--- src/rtl/cpu_irq_pkg.sv ---
// Shared types and constants for the CPU interrupt controller.
// Holds the dispatch FSM encoding, register selects and vector defaults.
package cpu_irq_pkg;

    typedef enum logic [1:0] {
        ST_IDLE = 2'd0,
        ST_REQ  = 2'd1,
        ST_ACKD = 2'd2
    } irq_state_e;

    localparam logic SEL_IF = 1'b0;
    localparam logic SEL_IE = 1'b1;

    localparam logic [7:0] DEF_VEC_BASE   = 8'h40;
    localparam logic [7:0] DEF_VEC_STRIDE = 8'd8;

endpackage

--- src/rtl/cpu_irq_ctrl_if.sv ---
// CPU-side bus of the interrupt controller: register access plus
// the instruction/dispatch handshake with the Sequencer.
interface cpu_irq_ctrl_if;

    logic       REG_SEL;
    logic       REG_WR;
    logic [7:0] DIN;
    logic [7:0] DOUT;
    logic       INSTR_END;
    logic       EI_EXEC;
    logic       DI_EXEC;
    logic       RETI_EXEC;
    logic       INT_ACK;
    logic       INT_REQ;
    logic [7:0] VECTOR;
    logic       VEC_VALID;
    logic       WAKE;

    modport master (
        output REG_SEL, REG_WR, DIN,
        output INSTR_END, EI_EXEC, DI_EXEC, RETI_EXEC, INT_ACK,
        input  DOUT, INT_REQ, VECTOR, VEC_VALID, WAKE
    );

    modport slave (
        input  REG_SEL, REG_WR, DIN,
        input  INSTR_END, EI_EXEC, DI_EXEC, RETI_EXEC, INT_ACK,
        output DOUT, INT_REQ, VECTOR, VEC_VALID, WAKE
    );

endinterface

--- src/rtl/irq_prio_enc.sv ---
// Lowest-set-bit priority encoder: bit 0 has the highest priority.
// Produces the winning index and a flag that any request is present.
module irq_prio_enc #(
    parameter int N  = 5,
    parameter int SW = (N > 1) ? $clog2(N) : 1
) (
    input  logic [N-1:0]  i_req,
    output logic [SW-1:0] o_sel,
    output logic          o_any
);

    always_comb begin
        o_sel = '0;
        for (int i = N - 1; i >= 0; i--) begin
            if (i_req[i]) o_sel = SW'(i);
        end
    end

    assign o_any = |i_req;

endmodule

--- src/rtl/cpu_irq_ctrl.sv ---
// Interrupt controller: IF/IE/IME state, request edge detection,
// wake/dispatch requests and the vector handshake with the Sequencer.
module cpu_irq_ctrl
    import cpu_irq_pkg::*;
#(
    parameter int               N_SRC      = 5,
    parameter logic [7:0]       VEC_BASE   = DEF_VEC_BASE,
    parameter logic [7:0]       VEC_STRIDE = DEF_VEC_STRIDE,
    parameter logic [N_SRC-1:0] IF_INIT    = '0
) (
    input  logic             CLK,
    input  logic             nRESET,
    input  logic [N_SRC-1:0] IRQ_IN,
    cpu_irq_ctrl_if.slave    bus,
    output logic             IME
);

    localparam int SW = (N_SRC > 1) ? $clog2(N_SRC) : 1;

    irq_state_e       r_state;
    logic [N_SRC-1:0] r_if;
    logic [7:0]       r_ie;
    logic             r_ime;
    logic             r_eip;
    logic [N_SRC-1:0] r_prev;
    logic             r_int_req;
    logic             r_vec_valid;
    logic [7:0]       r_vector;
    logic             r_wake;

    logic [N_SRC-1:0] w_rise;
    logic [N_SRC-1:0] w_pend;
    logic [SW-1:0]    w_sel;
    logic             w_any;
    logic             w_ack;
    logic [N_SRC-1:0] w_clr;
    logic [N_SRC-1:0] w_if_base;
    logic [N_SRC-1:0] w_if_nxt;
    logic             w_ime_nxt;
    logic             w_eip_nxt;
    logic [7:0]       w_vec;

    assign w_rise = IRQ_IN & ~r_prev;
    assign w_pend = r_if & r_ie[N_SRC-1:0];
    assign w_ack  = (r_state == ST_REQ) && bus.INT_ACK;

    irq_prio_enc #(.N(N_SRC), .SW(SW)) u_prio (
        .i_req (w_pend),
        .o_sel (w_sel),
        .o_any (w_any)
    );

    assign w_clr = (w_ack && w_any) ? (N_SRC'(1) << w_sel) : '0;
    assign w_vec = w_any ? (VEC_BASE + VEC_STRIDE * 8'(w_sel)) : 8'h00;

    // Edge set beats the ACK clear, which beats a register write.
    always_comb begin
        w_if_base = r_if;
        if (bus.REG_WR && bus.REG_SEL == SEL_IF) begin
            w_if_base = bus.DIN[N_SRC-1:0];
        end
        w_if_nxt = (w_if_base & ~w_clr) | w_rise;
    end

    // DI last so that EI followed directly by DI leaves IME off.
    always_comb begin
        w_ime_nxt = r_ime;
        w_eip_nxt = r_eip;
        if (r_eip && bus.INSTR_END) begin
            w_ime_nxt = 1'b1;
            w_eip_nxt = 1'b0;
        end
        if (bus.RETI_EXEC) w_ime_nxt = 1'b1;
        if (bus.EI_EXEC)   w_eip_nxt = 1'b1;
        if (bus.DI_EXEC) begin
            w_ime_nxt = 1'b0;
            w_eip_nxt = 1'b0;
        end
        if (w_ack) w_ime_nxt = 1'b0;
    end

    always_ff @(posedge CLK or negedge nRESET) begin
        if (!nRESET) begin
            r_if   <= IF_INIT;
            r_ie   <= 8'h00;
            r_ime  <= 1'b0;
            r_eip  <= 1'b0;
            r_prev <= '0;
            r_wake <= 1'b0;
        end else begin
            r_if   <= w_if_nxt;
            r_ime  <= w_ime_nxt;
            r_eip  <= w_eip_nxt;
            r_prev <= IRQ_IN;
            r_wake <= |w_pend;
            if (bus.REG_WR && bus.REG_SEL == SEL_IE) r_ie <= bus.DIN;
        end
    end

    always_ff @(posedge CLK or negedge nRESET) begin
        if (!nRESET) begin
            r_state     <= ST_IDLE;
            r_int_req   <= 1'b0;
            r_vec_valid <= 1'b0;
            r_vector    <= 8'h00;
        end else begin
            case (r_state)
                ST_IDLE: begin
                    if (bus.INSTR_END && w_ime_nxt && |w_pend) begin
                        r_state   <= ST_REQ;
                        r_int_req <= 1'b1;
                    end
                end
                ST_REQ: begin
                    if (bus.INT_ACK) begin
                        r_state     <= ST_ACKD;
                        r_int_req   <= 1'b0;
                        r_vec_valid <= 1'b1;
                        r_vector    <= w_vec;
                    end
                end
                ST_ACKD: begin
                    r_state     <= ST_IDLE;
                    r_vec_valid <= 1'b0;
                end
                default: begin
                    r_state     <= ST_IDLE;
                    r_int_req   <= 1'b0;
                    r_vec_valid <= 1'b0;
                end
            endcase
        end
    end

    assign bus.DOUT = (bus.REG_SEL == SEL_IE) ? r_ie
                                              : {{(8-N_SRC){1'b1}}, r_if};
    assign bus.INT_REQ   = r_int_req;
    assign bus.VEC_VALID = r_vec_valid;
    assign bus.VECTOR    = r_vector;
    assign bus.WAKE      = r_wake;
    assign IME           = r_ime;

endmodule

--- src/flat_wrapper.sv ---
// flat-port wrapper written by rule: the top's interface ports become plain ports
module cpu_irq_ctrl_flat import cpu_irq_pkg::*;
#(
    parameter int               N_SRC      = 5,
    parameter logic [7:0]       VEC_BASE   = DEF_VEC_BASE,
    parameter logic [7:0]       VEC_STRIDE = DEF_VEC_STRIDE,
    parameter logic [N_SRC-1:0] IF_INIT    = '0
)
  (CLK, nRESET, IRQ_IN, IME, bus_REG_SEL, bus_REG_WR, bus_DIN, bus_INSTR_END, bus_EI_EXEC, bus_DI_EXEC, bus_RETI_EXEC, bus_INT_ACK, bus_DOUT, bus_INT_REQ, bus_VECTOR, bus_VEC_VALID, bus_WAKE);
  cpu_irq_ctrl_if bus_i ();
  input  logic CLK;
  input  logic nRESET;
  input  logic [N_SRC-1:0] IRQ_IN;
  output logic IME;
  input wire logic [$bits(bus_i.REG_SEL)-1:0] bus_REG_SEL;
  input wire logic [$bits(bus_i.REG_WR)-1:0] bus_REG_WR;
  input wire logic [$bits(bus_i.DIN)-1:0] bus_DIN;
  input wire logic [$bits(bus_i.INSTR_END)-1:0] bus_INSTR_END;
  input wire logic [$bits(bus_i.EI_EXEC)-1:0] bus_EI_EXEC;
  input wire logic [$bits(bus_i.DI_EXEC)-1:0] bus_DI_EXEC;
  input wire logic [$bits(bus_i.RETI_EXEC)-1:0] bus_RETI_EXEC;
  input wire logic [$bits(bus_i.INT_ACK)-1:0] bus_INT_ACK;
  output wire logic [$bits(bus_i.DOUT)-1:0] bus_DOUT;
  output wire logic [$bits(bus_i.INT_REQ)-1:0] bus_INT_REQ;
  output wire logic [$bits(bus_i.VECTOR)-1:0] bus_VECTOR;
  output wire logic [$bits(bus_i.VEC_VALID)-1:0] bus_VEC_VALID;
  output wire logic [$bits(bus_i.WAKE)-1:0] bus_WAKE;
  assign bus_i.REG_SEL = bus_REG_SEL;
  assign bus_i.REG_WR = bus_REG_WR;
  assign bus_i.DIN = bus_DIN;
  assign bus_i.INSTR_END = bus_INSTR_END;
  assign bus_i.EI_EXEC = bus_EI_EXEC;
  assign bus_i.DI_EXEC = bus_DI_EXEC;
  assign bus_i.RETI_EXEC = bus_RETI_EXEC;
  assign bus_i.INT_ACK = bus_INT_ACK;
  assign bus_DOUT = bus_i.DOUT;
  assign bus_INT_REQ = bus_i.INT_REQ;
  assign bus_VECTOR = bus_i.VECTOR;
  assign bus_VEC_VALID = bus_i.VEC_VALID;
  assign bus_WAKE = bus_i.WAKE;
  cpu_irq_ctrl #(.N_SRC(N_SRC), .VEC_BASE(VEC_BASE), .VEC_STRIDE(VEC_STRIDE), .IF_INIT(IF_INIT)) u_core (.CLK(CLK), .nRESET(nRESET), .IRQ_IN(IRQ_IN), .bus(bus_i), .IME(IME));
endmodule
--- config.mk ---
export PLATFORM = sky130hd
export DESIGN_NAME = cpu_irq_ctrl_flat
export DESIGN_NICKNAME = d
export VERILOG_FILES = /design/src/rtl/cpu_irq_pkg.sv /design/src/rtl/cpu_irq_ctrl_if.sv /design/src/rtl/irq_prio_enc.sv /design/src/rtl/cpu_irq_ctrl.sv /design/src/flat_wrapper.sv
export SDC_FILE = /design/constraint.sdc
export NUM_CORES = 1
export LEC_CHECK = 0
export ABC_CLOCK_PERIOD_IN_PS = 1870
export CORE_MARGIN = 4
export CORE_UTILIZATION = 45
export DETAILED_ROUTE_END_ITERATION = 7
export PLACE_DENSITY = 0.77
export SETUP_SLACK_MARGIN = 0.5
export SLEW_MARGIN = 30
export SYNTH_ARGS = -nofsm -noshare
export SYNTH_HDL_FRONTEND = slang
export SYNTH_SLANG_ARGS = --single-unit
--- constraint.sdc ---
create_clock -name CLK -period 1.87 [get_ports CLK]
set_clock_uncertainty 0.2 [all_clocks]
set_input_delay 0.561 -clock CLK [delete_from_list [all_inputs] [get_ports CLK]]
set_output_delay 0.561 -clock CLK [all_outputs]
set_load 0.05 [all_outputs]
-- After elaboration in Yosys (flattened, before gate mapping)
Index checks and enable logic that the tools add are counted.
- logic and storage cells: 63
- input bits: 22
- output and inout port bits: 20
- flip-flop bits (word level): 33
- bitwise gates (word level): 9
- equal/unequal tests: 4
- add/sub/neg operators: 1
- shift-type cells: 1
- reduce and logical (&&, ||, !) cells: 14
- multiplexer cells: 24
- operators with widths (cell ; number):
    $mux W8 ; 2
    $and A5 B5 Y5 ; 3
    $mux W3 ; 5
    $mux W1 ; 10
    $mux W5 ; 2
    $not A5 Y5 ; 2
    $add A7 B6 Y8 const A ; 1
    $logic_and A1 B1 Y1 ; 7
    $reduce_and A2 Y1 ; 3
    $or A5 B5 Y5 ; 1
    $reduce_or A5 Y1 ; 1
    $shl A1 B3 Y5 const A ; 1
    $mux W2 ; 2
    $pmux W2 S2 ; 1
    $not A1 Y1 ; 3
    $pmux W1 S3 ; 1
    $reduce_and A3 Y1 ; 1
    $reduce_bool A3 Y1 ; 1
    $eq A2 B1 Y1 const B ; 1
    $eq A2 B2 Y1 const B ; 1
    $logic_not A2 Y1 ; 1
    $ne A2 B1 Y1 const B ; 1
    $ne A2 B2 Y1 const B ; 1
    $pmux W1 S2 ; 1

-- Longest topological paths before layout
- depth in word-level cells: 11
- depth in mapped cells: 5
- depth with buffers taken out: 4

-- By module
A second synthesis with hierarchy kept.
- cells, all modules: 119
- area, all modules: 1380.1 µm²
- by module, submodules not included (module ; times used ; cells an instance ; seq. area each (µm²) ; area an instance (µm²)):
    cpu_irq_ctrl ; 1 ; 111 ; 725.7 ; 1331.3
    irq_prio_enc ; 1 ; 8 ; 0.0 ; 48.8

-- Least setup slack after synthesis
Ideal clock, no wire load.
- path type: input to output
- start: input port bus_REG_SEL
- end: output port bus_DOUT[0]
- data required time: 1.109 ns
- buffers on the path: 1
- stages on the path: 2
- arrival: 1.200 ns
- setup slack: -0.091 ns
- cell sequence: buf_2 > mux2_2
- word-level cells in the longest chain between the ends: 1
- ends and longest elaborated chain (item ; RTL line ; text):
    start: declaration ; flat_wrapper.sv:15 ; input wire logic [$bits(bus_i.REG_SEL)-1:0] bus_REG_SEL;
    $mux W8 ; cpu_irq_ctrl.sv:135 ; assign bus.DOUT = (bus.REG_SEL == SEL_IE) ? r_ie
    end: declaration ; flat_wrapper.sv:23 ; output wire logic [$bits(bus_i.DOUT)-1:0] bus_DOUT;
No other way between the ends.

-- Final worst setup path
Ends and elaborated chain as after synthesis.

==> results.md <==
- Status: complete, but fails checks
- Violated checks: negative setup slack
- R2R Setup Slk: roughly 0.31 ns
- Setup violations, final: 6
- Starting density of the core: between 40% and 50%
- Number of global-route vias before repair: between 1,000 and 1,500
- PD cells: between 1000 and 1500 nW/um2
- Min Hold Slack: around 0.24 ns
- Avg Inst Size Synth: about 12 um2
- Crit end category: output port
- CP top delay family: buffers and inverters
- Vias/cell: about 5.4
- GRT overflow: 0
- Max Freq: about 500 MHz
- Hold path cells: 1
- Post-synthesis cell count: 110
- WHS Endpoint: u_core.r_if[1]
- P_int: approximately 1.6 mW
- Leakage: 1.14 nW
- Htree depth: 2
- Synth Area in Simple Gates: ~11%
- Sequential share of the synthesized area: between 50% and 60%
- Pre-CTS setup slack: -0.588 ns
- Clock transition at path regs: around 0.09 ns
- Largest net degree at the start of global routing: 30
- Total of max-cap violations: 0
- Combinational Power Share: approximately half
- Mux share of post-synthesis cell area: approximately 15%
- Final hold vios: 0
- Adder-cell share of the synthesized area: 0%
- TritonRoute pass-1 iters: 4
- Critical Path Max Stage Delay: 0.30 ns
- Min-Delay Path Class: reg2reg
- Layout Area Growth over Synthesis: 86.3%
- Total negative slack: -0.648 ns
- Arrival time at the worst endpoint: 1.24 ns
- Cell at the slowest stage of the critical path: mux2_4
- Final GP Congestion: about 0.78
- Num CTS Buffers: 5
- Launching point of the worst reg2reg path: u_core.r_if[1]
- Proportion of layout cells with a drive suffix above 1: 56.7%
- Dominant cell type by area after synthesis: dfrtp_1
- I/O pin cnt: 42
- Max Fanout on Critical Path: 6
- Yosys reg bits: 29
- Nets@finish: roughly 200
- DR WL/cell: 19.7 um
- Compound-Gate Fraction of Synth Area: 10.1%
- Footprint of the multi-input gates: 723 um2
- Clock Latency Late Sink: ~0.33 ns
- Clock sinks: 29
- Detailed Place HPWL: roughly 2.3 mm
- Worst hold start: u_core.r_prev[1]
- Synth Warn #: 0
- CTS Hold Bufs: 0
- Share of the synthesized area in the top cell type: 56.7%
- FP Rows: 19
- Initial DRC Count: between 50 and 60
- Post-synthesis xor/xnor area fraction: 0%
- Die ar.: between 3000 and 4000 um2
- Reg area: between 700 and 800 um2
- Worst reg2reg path endpoint: u_core.r_if[3]
- Crit path launch type: input port
- Crit path time final: 2.01 ns
- Vias: 1,147
- Unrepaired setup endpoints after global routing: true
- Clk buf depth: 2
- Core Area: about 2700 um2
- Sequential power share: 34.4%
- Residual DRC count: 0
- Power share of the clock group: 15.5%
- Final Max Slew Viols: 0
- First-pass GRT wire length: 5.59 mm
- Initial antenna violation count: 0
- Die width: approximately 61 um
- Period utilization: 107%
- CTS tree: done
- Drt total wl: around 4.2 mm
- Cells along the critical path: buf_8 > buf_8 > mux2_4 > buf_8
- VDD IR max: around 1.3 mV
- Fill cells: roughly 120
- Worst Setup Slack, final: -0.136 ns
- Critical Path RT: around 1.1 ns
- Synth cell types: 26
- Switch Pwr: approximately 1000 uW
- Mapped cell area: roughly 1300 um2
- CTS Root Cell: clkbuf_4
- CP bufs+invs: 3
- Routed Antenna Nets: 0
- Synth area leaders: dfrtp_1 (57%), mux2_2 (11%), mux2i_1 (3.9%)
- Buffers on Ports: 37
- R2r worst-path depth: 4
- GRT Overall Usage: a little over a fifth
- Switching portion of total power: 38.6%
- Most used cell, CP: buf_8
- Ant. Diodes: 0
- Die Span Y: around 61 um
- Largest family of logic cells by synthesized area: multiplexers
- Critical path type: in2out
worst max path at each step:
stage	start	to	slack [ns]	cells after the start
final	bus_REG_SEL	bus_DOUT[0]	-0.14	4
after global routing	u_core.r_if[0]	bus_DOUT[0]	-0.16	2
after CTS	bus_REG_SEL	bus_DOUT[0]	-0.13	4
after detailed placement	bus_REG_SEL	bus_DOUT[0]	-0.59	4
after global placement	bus_REG_SEL	bus_DOUT[4]	-0.59	4
after floorplan	bus_REG_SEL	bus_DOUT[0]	0.06	2
final cells by class:
class | instances | share of cell area, %
multi-input combinational | 68 | 30.3
timing repair buffer | 66 | 33.4
clock buffer | 8 | 2.47
tap | 31 | 1.63
sequential | 29 | 30.7
inverter | 9 | 1.42
power by group through the flow:
stage	registers (mW)	logic (mW)	clock network [mW]
global placement	0.871	0.948	0
CTS	0.867	1.07	0.393
detailed placement	0.878	0.963	0
global route	0.890	1.32	0.433
finish	0.880	1.28	0.397
floorplan	1.04	0.314	0
placed cells by master (no fill, tap or decap), types with 3 or more instances in the layout:
| cell type | instances |
|---|---|
| mux2_4 | 13 |
| dfrtp_1 | 23 |
| dfrtp_2 | 6 |
| buf_8 | 6 |
| mux2i_1 | 5 |
| o22ai_1 | 3 |
| o31ai_4 | 4 |
| nor3_4 | 3 |
| clkbuf_4 | 5 |
| buf_4 | 13 |
| nand2_1 | 7 |
| clkdlybuf4s50_1 | 15 |
| buf_12 | 13 |
| buf_6 | 14 |
| nand2b_1 | 3 |
| conb_1 | 4 |
| inv_1 | 6 |
| inv_2 | 3 |
layer usage:
layer  GRT usage (%)  part of all wire, %  wire [um]  vias up
li1                -                    -          -      519
met2            36.7                   56       2310       38
met3            4.82                  4.8        201        7
met5               0                    0          0        -
met1            24.9                   38       1580      583
met4            8.48                  1.5         61        0
cell families after synthesis:
kind of cell,after synthesis
other,1
DFF,29
and+or+nand+nor,27
muxes,18
buffers and inverters,16
AOI/OAI and AO/OA,19
registers in the layout, indices dropped and copies added, names as in the netlist:
register	count
u_core.r_state	2
u_core.r_eip	1
u_core.r_ie	8
u_core.bus.WAKE	1
u_core.IME	1
u_core.bus.VECTOR	4
u_core.r_prev	5
u_core.r_if	5
u_core.bus.INT_REQ	1
u_core.bus.VEC_VALID	1
Yosys cell counts:
cell type   n
or4_4       1
and3_1      1
o22ai_1     5
nand2b_1    4
buf_2       3
a211oi_1    1
nor2_1      2
dfrtp_1    29
mux2i_1     5
a22oi_1     2
nor3_1      4
and4b_1     1
a21oi_1     1
buf_4       4
and2_1      2
inv_1       9
mux2_2     13
a22o_1      1
o31ai_1     4
nand2_1    10
nand3b_1    1
o21ai_0     3
a32oi_1     1
nor4b_1     1
a21o_1      1
conb_1      1
metrics by stage:
step           utilization (%)  total power [mW]  cells  instance area (um2)
2_1_floorplan                -              1.35    113                 1330
3_3_place_gp              68.9              1.82    187                 1880
3_5_place_dp              68.9              1.84    187                 1880
4_1_cts                   77.0              2.33    200                 2100
5_1_grt                   87.2              2.65    211                 2380
6_report                  87.2              2.56    211                 2380
repair_timing:
action,in CTS,in global routing
pin swaps,14,8
buffers inserted,5,11
endpoints found under the setup margin,39,33
resized for setup,51,46
(Power assumes the default switching activity.)
